## src/rtl/caliptra_fpga_apb_sequencer_pkg.sv

```systemverilog
// caliptra_fpga_apb_sequencer_pkg: shared types and constants for the APB sequencer
package caliptra_fpga_sync_pkg;
  localparam int unsigned APB_SEQ_TIMEOUT_DEFAULT = 1024;
  localparam int unsigned APB_SEQ_AW = 32;
  localparam int unsigned APB_SEQ_DW = 32;
  localparam int unsigned APB_SEQ_UW = 32;
  typedef enum logic [1:0] {IDLE, SETUP, ACCESS, RESP} apb_seq_state_e;
  typedef struct packed {
    logic                  write;
    logic [APB_SEQ_AW-1:0] addr;
    logic [APB_SEQ_DW-1:0] wdata;
    logic [2:0]            pprot;
    logic [APB_SEQ_UW-1:0] pauser;
  } apb_seq_req_t;
  typedef struct packed {
    logic [APB_SEQ_DW-1:0] rdata;
    logic                  slverr;
    logic                  timeout;
  } apb_seq_rsp_t;
endpackage

```

## src/rtl/caliptra_fpga_apb_sequencer_if.sv

```systemverilog
// caliptra_fpga_apb_sequencer_if: request/response handshake plus APB3 bus of the sequencer
interface caliptra_fpga_apb_sequencer_if #(
  parameter int unsigned ADDR_WIDTH   = 32,
  parameter int unsigned DATA_WIDTH   = 32,
  parameter int unsigned PAUSER_WIDTH = 32
);
  logic                    req_valid, req_ready, req_write;
  logic [ADDR_WIDTH-1:0]   req_addr;
  logic [DATA_WIDTH-1:0]   req_wdata;
  logic [2:0]              req_pprot;
  logic [PAUSER_WIDTH-1:0] req_pauser;
  logic                    rsp_valid, rsp_ack, rsp_slverr, rsp_timeout;
  logic [DATA_WIDTH-1:0]   rsp_rdata;
  logic                    PSEL, PENABLE, PWRITE, PREADY, PSLVERR;
  logic [ADDR_WIDTH-1:0]   PADDR;
  logic [DATA_WIDTH-1:0]   PWDATA, PRDATA;
  logic [2:0]              PPROT;
  logic [PAUSER_WIDTH-1:0] PAUSER;
  modport master (
    input  req_valid, req_write, req_addr, req_wdata, req_pprot, req_pauser, rsp_ack,
           PRDATA, PREADY, PSLVERR,
    output req_ready, rsp_valid, rsp_rdata, rsp_slverr, rsp_timeout,
           PSEL, PENABLE, PWRITE, PADDR, PWDATA, PPROT, PAUSER
  );
  modport slave (
    output req_valid, req_write, req_addr, req_wdata, req_pprot, req_pauser, rsp_ack,
           PRDATA, PREADY, PSLVERR,
    input  req_ready, rsp_valid, rsp_rdata, rsp_slverr, rsp_timeout,
           PSEL, PENABLE, PWRITE, PADDR, PWDATA, PPROT, PAUSER
  );
endinterface

```

## src/rtl/caliptra_fpga_apb_sequencer_wdog.sv

```systemverilog
// caliptra_fpga_apb_wdog: counts stalled ACCESS cycles and flags when the limit is reached
module caliptra_fpga_apb_wdog
  import caliptra_fpga_sync_pkg::*;
#(
  parameter int unsigned TIMEOUT_CYCLES = APB_SEQ_TIMEOUT_DEFAULT
) (
  input  logic aclk_gated,
  input  logic rstn,
  input  logic clr_i,
  input  logic en_i,
  output logic expired_o
);
  localparam int unsigned W = $clog2(TIMEOUT_CYCLES);
  logic [W-1:0] cnt_q, cnt_d;
  // clear wins over count so every ACCESS phase starts from zero
  always_comb cnt_d = clr_i ? '0 : en_i ? cnt_q + W'(1) : cnt_q;
  // counter register, frozen whenever the gated clock stops
  always_ff @(posedge aclk_gated or negedge rstn)
    if (!rstn) cnt_q <= '0;
    else cnt_q <= cnt_d;
  assign expired_o = cnt_q == W'(TIMEOUT_CYCLES - 1);
endmodule

```

## src/rtl/caliptra_fpga_apb_sequencer.sv

```systemverilog
// caliptra_fpga_apb_sequencer: turns one queued request into one APB3 transfer; watchdog under CALIPTRA_FPGA_APB_TIMEOUT_EN
module caliptra_fpga_apb_sequencer
  import caliptra_fpga_sync_pkg::*;
#(
  parameter int unsigned ADDR_WIDTH     = APB_SEQ_AW,
  parameter int unsigned DATA_WIDTH     = APB_SEQ_DW,
  parameter int unsigned PAUSER_WIDTH   = APB_SEQ_UW,
  parameter int unsigned TIMEOUT_CYCLES = APB_SEQ_TIMEOUT_DEFAULT
) (
  input logic                          aclk_gated,
  input logic                          rstn,
  caliptra_fpga_apb_sequencer_if.master apb_seq
);
  apb_seq_state_e state_q, state_d;
  apb_seq_req_t   req_q, req_d;
  apb_seq_rsp_t   rsp_q, rsp_d;
  logic           expired;
`ifdef CALIPTRA_FPGA_APB_TIMEOUT_EN
  caliptra_fpga_apb_wdog #(.TIMEOUT_CYCLES(TIMEOUT_CYCLES)) u_wdog (
    .aclk_gated(aclk_gated),
    .rstn      (rstn),
    .clr_i     (state_q == SETUP),
    .en_i      (state_q == ACCESS && !apb_seq.PREADY),
    .expired_o (expired)
  );
`else
  assign expired = 1'b0;
`endif
  // state, captured request and captured response; reset drops PSEL/PENABLE at once
  always_ff @(posedge aclk_gated or negedge rstn)
    if (!rstn) begin
      state_q <= IDLE;
      req_q   <= '0;
      rsp_q   <= '0;
    end else begin
      state_q <= state_d;
      req_q   <= req_d;
      rsp_q   <= rsp_d;
    end
  // next state plus request capture on acceptance and response capture on completion
  always_comb begin
    state_d = state_q;
    req_d   = req_q;
    rsp_d   = rsp_q;
    case (state_q)
      IDLE: if (apb_seq.req_valid) begin
        state_d = SETUP;
        req_d   = '{write: apb_seq.req_write, addr: APB_SEQ_AW'(apb_seq.req_addr),
                    wdata: APB_SEQ_DW'(apb_seq.req_wdata), pprot: apb_seq.req_pprot,
                    pauser: APB_SEQ_UW'(apb_seq.req_pauser)};
      end
      SETUP: state_d = ACCESS;
      ACCESS: if (apb_seq.PREADY) begin
        state_d = RESP;
        rsp_d   = '{rdata: req_q.write ? '0 : APB_SEQ_DW'(apb_seq.PRDATA),
                    slverr: apb_seq.PSLVERR, timeout: 1'b0};
      end else if (expired) begin
        state_d = RESP;
        rsp_d   = '{rdata: '0, slverr: 1'b1, timeout: 1'b1};
      end
      RESP: if (apb_seq.rsp_ack) state_d = IDLE;
      default: state_d = IDLE;
    endcase
  end
  // bus and handshake outputs decoded from state and captured registers
  always_comb begin
    apb_seq.req_ready   = state_q == IDLE;
    apb_seq.rsp_valid   = state_q == RESP;
    apb_seq.PSEL        = state_q == SETUP || state_q == ACCESS;
    apb_seq.PENABLE     = state_q == ACCESS;
    apb_seq.PWRITE      = req_q.write;
    apb_seq.PADDR       = req_q.addr[ADDR_WIDTH-1:0];
    apb_seq.PWDATA      = req_q.wdata[DATA_WIDTH-1:0];
    apb_seq.PPROT       = req_q.pprot;
    apb_seq.PAUSER      = req_q.pauser[PAUSER_WIDTH-1:0];
    apb_seq.rsp_rdata   = rsp_q.rdata[DATA_WIDTH-1:0];
    apb_seq.rsp_slverr  = rsp_q.slverr;
    apb_seq.rsp_timeout = rsp_q.timeout;
  end
endmodule

```

## src/flat_wrapper.sv

```systemverilog
// flat-port wrapper written by rule: the top's interface ports become plain ports
module caliptra_fpga_apb_sequencer_flat import caliptra_fpga_sync_pkg::*;
#(
  parameter int unsigned ADDR_WIDTH     = APB_SEQ_AW,
  parameter int unsigned DATA_WIDTH     = APB_SEQ_DW,
  parameter int unsigned PAUSER_WIDTH   = APB_SEQ_UW,
  parameter int unsigned TIMEOUT_CYCLES = APB_SEQ_TIMEOUT_DEFAULT
)
  (aclk_gated, rstn, apb_seq_req_valid, apb_seq_req_write, apb_seq_req_addr, apb_seq_req_wdata, apb_seq_req_pprot, apb_seq_req_pauser, apb_seq_rsp_ack, apb_seq_PRDATA, apb_seq_PREADY, apb_seq_PSLVERR, apb_seq_req_ready, apb_seq_rsp_valid, apb_seq_rsp_rdata, apb_seq_rsp_slverr, apb_seq_rsp_timeout, apb_seq_PSEL, apb_seq_PENABLE, apb_seq_PWRITE, apb_seq_PADDR, apb_seq_PWDATA, apb_seq_PPROT, apb_seq_PAUSER);
  caliptra_fpga_apb_sequencer_if #(.ADDR_WIDTH(ADDR_WIDTH), .DATA_WIDTH(DATA_WIDTH), .PAUSER_WIDTH(PAUSER_WIDTH)) apb_seq_i ();
  input logic aclk_gated;
  input logic rstn;
  input wire logic [$bits(apb_seq_i.req_valid)-1:0] apb_seq_req_valid;
  input wire logic [$bits(apb_seq_i.req_write)-1:0] apb_seq_req_write;
  input wire logic [$bits(apb_seq_i.req_addr)-1:0] apb_seq_req_addr;
  input wire logic [$bits(apb_seq_i.req_wdata)-1:0] apb_seq_req_wdata;
  input wire logic [$bits(apb_seq_i.req_pprot)-1:0] apb_seq_req_pprot;
  input wire logic [$bits(apb_seq_i.req_pauser)-1:0] apb_seq_req_pauser;
  input wire logic [$bits(apb_seq_i.rsp_ack)-1:0] apb_seq_rsp_ack;
  input wire logic [$bits(apb_seq_i.PRDATA)-1:0] apb_seq_PRDATA;
  input wire logic [$bits(apb_seq_i.PREADY)-1:0] apb_seq_PREADY;
  input wire logic [$bits(apb_seq_i.PSLVERR)-1:0] apb_seq_PSLVERR;
  output wire logic [$bits(apb_seq_i.req_ready)-1:0] apb_seq_req_ready;
  output wire logic [$bits(apb_seq_i.rsp_valid)-1:0] apb_seq_rsp_valid;
  output wire logic [$bits(apb_seq_i.rsp_rdata)-1:0] apb_seq_rsp_rdata;
  output wire logic [$bits(apb_seq_i.rsp_slverr)-1:0] apb_seq_rsp_slverr;
  output wire logic [$bits(apb_seq_i.rsp_timeout)-1:0] apb_seq_rsp_timeout;
  output wire logic [$bits(apb_seq_i.PSEL)-1:0] apb_seq_PSEL;
  output wire logic [$bits(apb_seq_i.PENABLE)-1:0] apb_seq_PENABLE;
  output wire logic [$bits(apb_seq_i.PWRITE)-1:0] apb_seq_PWRITE;
  output wire logic [$bits(apb_seq_i.PADDR)-1:0] apb_seq_PADDR;
  output wire logic [$bits(apb_seq_i.PWDATA)-1:0] apb_seq_PWDATA;
  output wire logic [$bits(apb_seq_i.PPROT)-1:0] apb_seq_PPROT;
  output wire logic [$bits(apb_seq_i.PAUSER)-1:0] apb_seq_PAUSER;
  assign apb_seq_i.req_valid = apb_seq_req_valid;
  assign apb_seq_i.req_write = apb_seq_req_write;
  assign apb_seq_i.req_addr = apb_seq_req_addr;
  assign apb_seq_i.req_wdata = apb_seq_req_wdata;
  assign apb_seq_i.req_pprot = apb_seq_req_pprot;
  assign apb_seq_i.req_pauser = apb_seq_req_pauser;
  assign apb_seq_i.rsp_ack = apb_seq_rsp_ack;
  assign apb_seq_i.PRDATA = apb_seq_PRDATA;
  assign apb_seq_i.PREADY = apb_seq_PREADY;
  assign apb_seq_i.PSLVERR = apb_seq_PSLVERR;
  assign apb_seq_req_ready = apb_seq_i.req_ready;
  assign apb_seq_rsp_valid = apb_seq_i.rsp_valid;
  assign apb_seq_rsp_rdata = apb_seq_i.rsp_rdata;
  assign apb_seq_rsp_slverr = apb_seq_i.rsp_slverr;
  assign apb_seq_rsp_timeout = apb_seq_i.rsp_timeout;
  assign apb_seq_PSEL = apb_seq_i.PSEL;
  assign apb_seq_PENABLE = apb_seq_i.PENABLE;
  assign apb_seq_PWRITE = apb_seq_i.PWRITE;
  assign apb_seq_PADDR = apb_seq_i.PADDR;
  assign apb_seq_PWDATA = apb_seq_i.PWDATA;
  assign apb_seq_PPROT = apb_seq_i.PPROT;
  assign apb_seq_PAUSER = apb_seq_i.PAUSER;
  caliptra_fpga_apb_sequencer #(.ADDR_WIDTH(ADDR_WIDTH), .DATA_WIDTH(DATA_WIDTH), .PAUSER_WIDTH(PAUSER_WIDTH), .TIMEOUT_CYCLES(TIMEOUT_CYCLES)) u_core (.aclk_gated(aclk_gated), .rstn(rstn), .apb_seq(apb_seq_i));
endmodule
```

## config.mk

```make
export PLATFORM = sky130hd
export DESIGN_NAME = caliptra_fpga_apb_sequencer_flat
export DESIGN_NICKNAME = d
export VERILOG_FILES = /design/src/rtl/caliptra_fpga_apb_sequencer_pkg.sv /design/src/rtl/caliptra_fpga_apb_sequencer_if.sv /design/src/rtl/caliptra_fpga_apb_sequencer_wdog.sv /design/src/rtl/caliptra_fpga_apb_sequencer.sv /design/src/flat_wrapper.sv
export SDC_FILE = /design/constraint.sdc
export NUM_CORES = 1
export LEC_CHECK = 0
export ABC_AREA = 1
export CORE_MARGIN = 5
export CORE_UTILIZATION = 44
export CTS_CLUSTER_DIAMETER = 50
export DETAILED_ROUTE_END_ITERATION = 10
export HOLD_SLACK_MARGIN = 0.03
export PLACE_DENSITY = 0.95
export SLEW_MARGIN = 25
export SYNTH_ARGS = -nofsm -noshare
export SYNTH_HDL_FRONTEND = slang
export SYNTH_SLANG_ARGS = --single-unit
```

## constraint.sdc

```tcl
create_clock -name aclk_gated -period 2.5 [get_ports aclk_gated]
set_clock_uncertainty 0.2 [all_clocks]
set_input_delay 0.375 -clock aclk_gated [delete_from_list [all_inputs] [get_ports aclk_gated]]
set_output_delay 0.375 -clock aclk_gated [all_outputs]
set_load 0.005 [all_outputs]
```

# [Yosys cells after proc, flatten, opt, wreduce, memory -nomap -nowiden]
# Index checks and enable logic that the tools add are counted.
[classes] eq_ne=6 n_mux=5 n_reduce_logical=5
[ops] operator="32-bit two-way mux" count=1
[ops] operator="2-bit case mux with 4 select lines" count=1
[ops] operator="2-bit two-way mux" count=3
[ops] operator="2-bit inequality test, second input constant" count=3
[ops] operator="2-bit equality test, second input constant" count=2
[ops] operator="2-bit AND reduction" count=2
[ops] operator="3-bit AND reduction" count=1
[ops] operator="2-bit by 1-bit equality test with 1-bit output, second input constant" count=1
[ops] operator="2-bit zero test" count=1
[ops] operator="1-bit logical OR" count=1
[word_totals] ff_bits=135 output_inout_bits=138 wordCells=24

# [Longest topological paths before layout]
[depth] depth_word=3 ltp_mapped=7 mapped_depth_nobuf=6

# [Worst setup path after synthesis]
# OpenSTA, ideal clock, no wires.
[synth_timing] path_kind="reg-to-reg" start="register u_core.state_q[0]" end="register u_core.rsp_q (netlist bit u_core.apb_seq.rsp_rdata[0])" t_arrival_ns=1.162 required_ns=2.173 path_slack_ns=1.011 path_stages_with_launch=8 n_path_buf=2 synth_period_minus_slack_ns=1.489 cell_sequence="dfrtp_1 -> inv_1 -> ha_1 -> nand2_2 -> buf_6 -> buf_6 -> nand2_1 -> o21ai_0"
[synth_via] elab_chain_cells=2
[synth_rtl] element="from (decl)" line_no="caliptra_fpga_apb_sequencer.sv:14" source="apb_seq_state_e state_q, state_d;"
[synth_rtl] element="from (signal assigned)" line_no="caliptra_fpga_apb_sequencer.sv:36" source="state_q <= state_d;"
[synth_rtl] element="2-bit equality test"
[synth_rtl] element="net apb_seq_PENABLE" line_no="flat_wrapper.sv:29" source="output wire logic [$bits(apb_seq_i.PENABLE)-1:0] apb_seq_PENABLE;"
[synth_rtl] element="2-bit AND reduction (no source line)"
[synth_rtl] element="to (signal assigned)" line_no="caliptra_fpga_apb_sequencer.sv:38" source="rsp_q <= rsp_d;"
[synth_rtl] element="to (decl)" line_no="caliptra_fpga_apb_sequencer.sv:16" source="apb_seq_rsp_t rsp_q, rsp_d;"
# The timed path passes the listed nets, and every way through them passes these cells.
# A chain may end at the register's enable or synchronous reset.

# [Final worst setup path]
[layout_timing] start="register u_core.state_q[0]" end="output port apb_seq_req_ready"
[layout_via] elab_chain_cells=1
[layout_rtl] element="2-bit zero test" line_no="caliptra_fpga_apb_sequencer.sv:67" source="apb_seq.req_ready = state_q == IDLE;"
[layout_rtl] element="to (decl)" line_no="flat_wrapper.sv:23" source="output wire logic [$bits(apb_seq_i.req_ready)-1:0] apb_seq_req_ready;"
# Every way passes these cells.

==> insert_results.sql <==
INSERT INTO impl_metrics (metric_group, metric, value, unit) VALUES
('worst_setup_path', 'critPathLaunchType', 'flip-flop', ''),
('power_and_ir_drop', 'vdd.ir_drop.worst', '596', 'uV'),
('floorplan', 'floorplan.core_area', '12500', 'um^2'),
('global_routing', 'track_usage', '23.3', '%'),
('timing', 'slew_limit_fails', '0', ''),
('yosys', 'post_synth_instance_area', '5550', 'um^2'),
('cells_and_area', 'filler_cell_count', '898', ''),
('cts', 'cts_tree', 'yes', ''),
('timing', 'clock_period_minus_final_worst_setup_slack', '2400', 'ps'),
('power_and_ir_drop', 'power.leakage', '0.00425', 'uW'),
('cells_and_area', 'syn_to_final_growth', '61.7', '%'),
('floorplan', 'die_area', '15000', 'um^2'),
('min_path', 'hold-path-cell-count', '3', ''),
('yosys', 'postSynthCellCount', '603', ''),
('yosys', 'synth-seq-area-share', '60.8', '%'),
('cells_and_area', 'antennaDiodeCount', '0', ''),
('global_routing', 'grt-ovfl-total', '0', ''),
('status', 'status', 'finished clean', ''),
('cells_and_area', 'layout.cells.most_common_list', 'sky130_fd_sc_hd__nand2_1 (272), sky130_fd_sc_hd__clkdlybuf4s50_1 (272), sky130_fd_sc_hd__dfrtp_1 (135)', ''),
('worst_setup_path', 'worst_setup_path_end_kind', 'output pin', ''),
('floorplan', 'die_h', '122', 'um'),
('yosys', 'yosys_register_bits', '135', ''),
('timing', 'slew_headroom', '57.3', '%'),
('power_and_ir_drop', 'power.density', '1240', 'nW/um^2'),
('global_routing', 'number_of_antenna_violations_at_the_first_check_in_global_routing', '0', ''),
('timing', 'setup-violations-final', '0', ''),
('cells_and_area', 'drive_above_1_share', '6.86', '%'),
('min_path', 'worstHoldStart', 'apb_seq_req_valid', ''),
('worst_setup_path', 'worst_r2r_startpoint', 'u_core.state_q[1]', ''),
('worst_setup_path', 'rr_endpoint', 'u_core.apb_seq.PADDR[24]', ''),
('worst_setup_path', 'number_of_cell_instances_on_the_worst_register_to_register_path', '6', ''),
('min_path', 'timing.hold.worst.class', 'in -> reg', ''),
('timing', 'fin_setup_tns', '0', 'ps'),
('placed_design', 'rd_place_congestion', '0.808', ''),
('worst_setup_path', 'arrival', '1830', 'ps'),
('yosys', 'mean_instance_size_in_the_synthesized_netlist', '9.21', 'um^2'),
('placed_design', 'io_buffer_count', '274', ''),
('worst_setup_path', 'worst-endpoint-required', '1920', 'ps'),
('yosys', 'synth_nets', '745', ''),
('global_routing', 'maximum_number_of_pins_on_one_net_before_global_route_repair', '83', ''),
('timing', 'worst_slew_pin_slew', '641', 'ps'),
('cts', 'clkTransAtPathRegs', '60', 'ps'),
('floorplan', 'initial_utilization', '44.4', '%'),
('cts', 'insertion_delay', '410', 'ps'),
('cts', 'cts-root-to-sink-buffers', '2', ''),
('cts', 'cts-root-buf', 'sky130_fd_sc_hd__clkbuf_16', ''),
('cts', 'total_number_of_clock_tree_sinks', '135', ''),
('worst_setup_path', 'timing_worst_setup_path_type', 'reg -> out', ''),
('placed_design', 'hpwlAfterDp', '12.0', 'mm'),
('drt', 'drt_pass1_iterations', '5', ''),
('worst_setup_path', 'rrSetupSlack', '700', 'ps'),
('floorplan', 'top_level_ports', '276', ''),
('placed_design', 'post-place-ws', '469', 'ps'),
('drt', 'drt_iter0_markers', '317', ''),
('global_routing', 'grt_first_pass_wirelength', '27.0', 'mm'),
('timing', 'timing.final.ws_setup', '99.0', 'ps'),
('min_path', 'timing.hold.worst_endpoint', 'u_core.apb_seq.PWDATA[16]', ''),
('yosys', 'yosysUniqueCellTypes', '17', ''),
('cts', 'tritoncts.num_buffers', '17', ''),
('drt', 'vias_per_cell', '4.91', ''),
('drt', 'drt.antenna.violating_nets', '0', ''),
('floorplan', 'site_rows', '41', ''),
('drt', 'vias', '5146', ''),
('worst_setup_path', 'critPathMaxFanout', '12', ''),
('flow_run', 'timing.max_cap.violations', '0', ''),
('global_routing', 'first_global_vias', '5241', ''),
('timing', 'setup_repair_after_global_routing_missed_its_margin', 'no', ''),
('floorplan', 'die_width', '122', 'um'),
('timing', 'max_freq', '416', 'MHz'),
('timing', 'post-route-period-util', '96.0', '%'),
('cts', 'clock_tree.htree_level_count', '4', ''),
('drt', 'routed_wirelength', '17.4', 'mm'),
('drt', 'drt_drc_violations_left', '0', ''),
('cells_and_area', 'finish.net_count', '1005', ''),
('timing', 'final_hold_viol_count', '0', ''),
('drt', 'wire_per_inst', '16.7', 'um'),
('yosys', 'ys_warn_count', '0', '');
-- per-layer routing --
| layer | share of wire (%) | track usage (%) | vias up |
|---|---|---|---|
| met5 | 0 | 0 | - |
| met4 | 2.7 | 9.45 | 0 |
| met3 | 10 | 9.63 | 37 |
| met2 | 51 | 39.9 | 238 |
| met1 | 37 | 25.7 | 2420 |
| li1 | - | - | 2451 |
-- kinds of logic (layout without fill, tap and decap cells) --
kind of cell	after synthesis	count (layout)	synth area share, %
AND/OR/NAND/NOR	378	378	28.0
flip-flops	135	135	60.8
buffers and inverters	52	324	6.13
AO/OA/AOI/OAI	33	33	4.12
adder cells (fa/ha/maj)	4	4	0.901
other	1	1	0.0675
-- report_power, final --
part | internal (uW) | leakage [uW] | switching (uW)
clock | 1740 | 0.000299 | 899
sequential | 3200 | 0.00171 | 577
combinational | 2570 | 0.00224 | 2110
-- cell type report --
class,instances,area [um^2],share of cell area (%)
Timing Repair Buffer,285,2880,32.0
Inverter,8,30.0,0.334
Clock inverter,8,145,1.62
Tap cell,172,215,2.40
Clock buffer,23,478,5.32
Multi-Input combinational cell,416,1860,20.7
Sequential cell,135,3380,37.6
-- state kept, by name (all words and copies together) (netlist names) --
register / flops
u_core.state_q: 2
u_core.apb_seq.PPROT: 3
u_core.apb_seq.PWRITE: 1
u_core.apb_seq.PWDATA: 32
u_core.apb_seq.PAUSER: 32
u_core.apb_seq.PADDR: 32
u_core.apb_seq.rsp_slverr: 1
u_core.apb_seq.rsp_rdata: 32
-- metrics by stage --
step	hold WS, ps	utilization (%)	power [uW]	cell area [um^2]	std cells
global route	143	71.7	11800	8980	1047
floorplan	-121	-	5640	5550	603
detailed placement	133	66.6	8450	8340	1014
global placement	135	66.6	8270	8340	1014
CTS	142	71.7	11200	8970	1046
finish	155	71.7	11100	8980	1047
-- critical path, cell delays in order, from the launching register on --
cell                              delay [ps]
sky130_fd_sc_hd__dfrtp_1                 410
sky130_fd_sc_hd__inv_1                   150
sky130_fd_sc_hd__ha_4                    300
sky130_fd_sc_hd__clkdlybuf4s50_1         570
-- how the worst max path moves through the flow --
| stage | start | endpoint | slack [ps] | cells past startpoint |
|---|---|---|---|---|
| global route | u_core.state_q[1] | apb_seq_req_ready | 30 | 3 |
| floorplan | u_core.state_q[0] | u_core.apb_seq.rsp_rdata[0] | 1010 | 7 |
| finish | u_core.state_q[0] | apb_seq_req_ready | 100 | 3 |
| detailed placement | u_core.state_q[0] | apb_seq_req_ready | 470 | 3 |
| CTS | u_core.state_q[0] | apb_seq_req_ready | 5 | 3 |
| global placement | u_core.state_q[0] | apb_seq_req_ready | 500 | 3 |
-- what timing repair did --
action                     in CTS  in global routing
setup buffers                   0                  1
hold buffers                    1                  0
gates resized for setup         0                  0
hold endpoints to repair       42                  0
pin swaps                       1                  0
setup endpoints to repair       1                  1
-- cells in the mapped netlist --
library cell	count	area, um^2
sky130_fd_sc_hd__o21ai_1	6	30.0
sky130_fd_sc_hd__ha_1	4	50.1
sky130_fd_sc_hd__nor2_1	1	3.75
sky130_fd_sc_hd__o21ai_0	9	45.0
sky130_fd_sc_hd__o21ai_2	17	149
sky130_fd_sc_hd__clkbuf_1	2	7.51
sky130_fd_sc_hd__conb_1	1	3.75
sky130_fd_sc_hd__buf_4	12	90.1
sky130_fd_sc_hd__nand2_1	273	1020
sky130_fd_sc_hd__dfrtp_1	135	3380
sky130_fd_sc_hd__buf_6	10	113
sky130_fd_sc_hd__inv_1	8	30.0
sky130_fd_sc_hd__a21oi_1	1	5.00
sky130_fd_sc_hd__nand3_1	101	505
sky130_fd_sc_hd__nand4_1	2	12.5
sky130_fd_sc_hd__nand2_2	1	6.26
sky130_fd_sc_hd__buf_2	20	100
(Power assumes the default switching activity.)
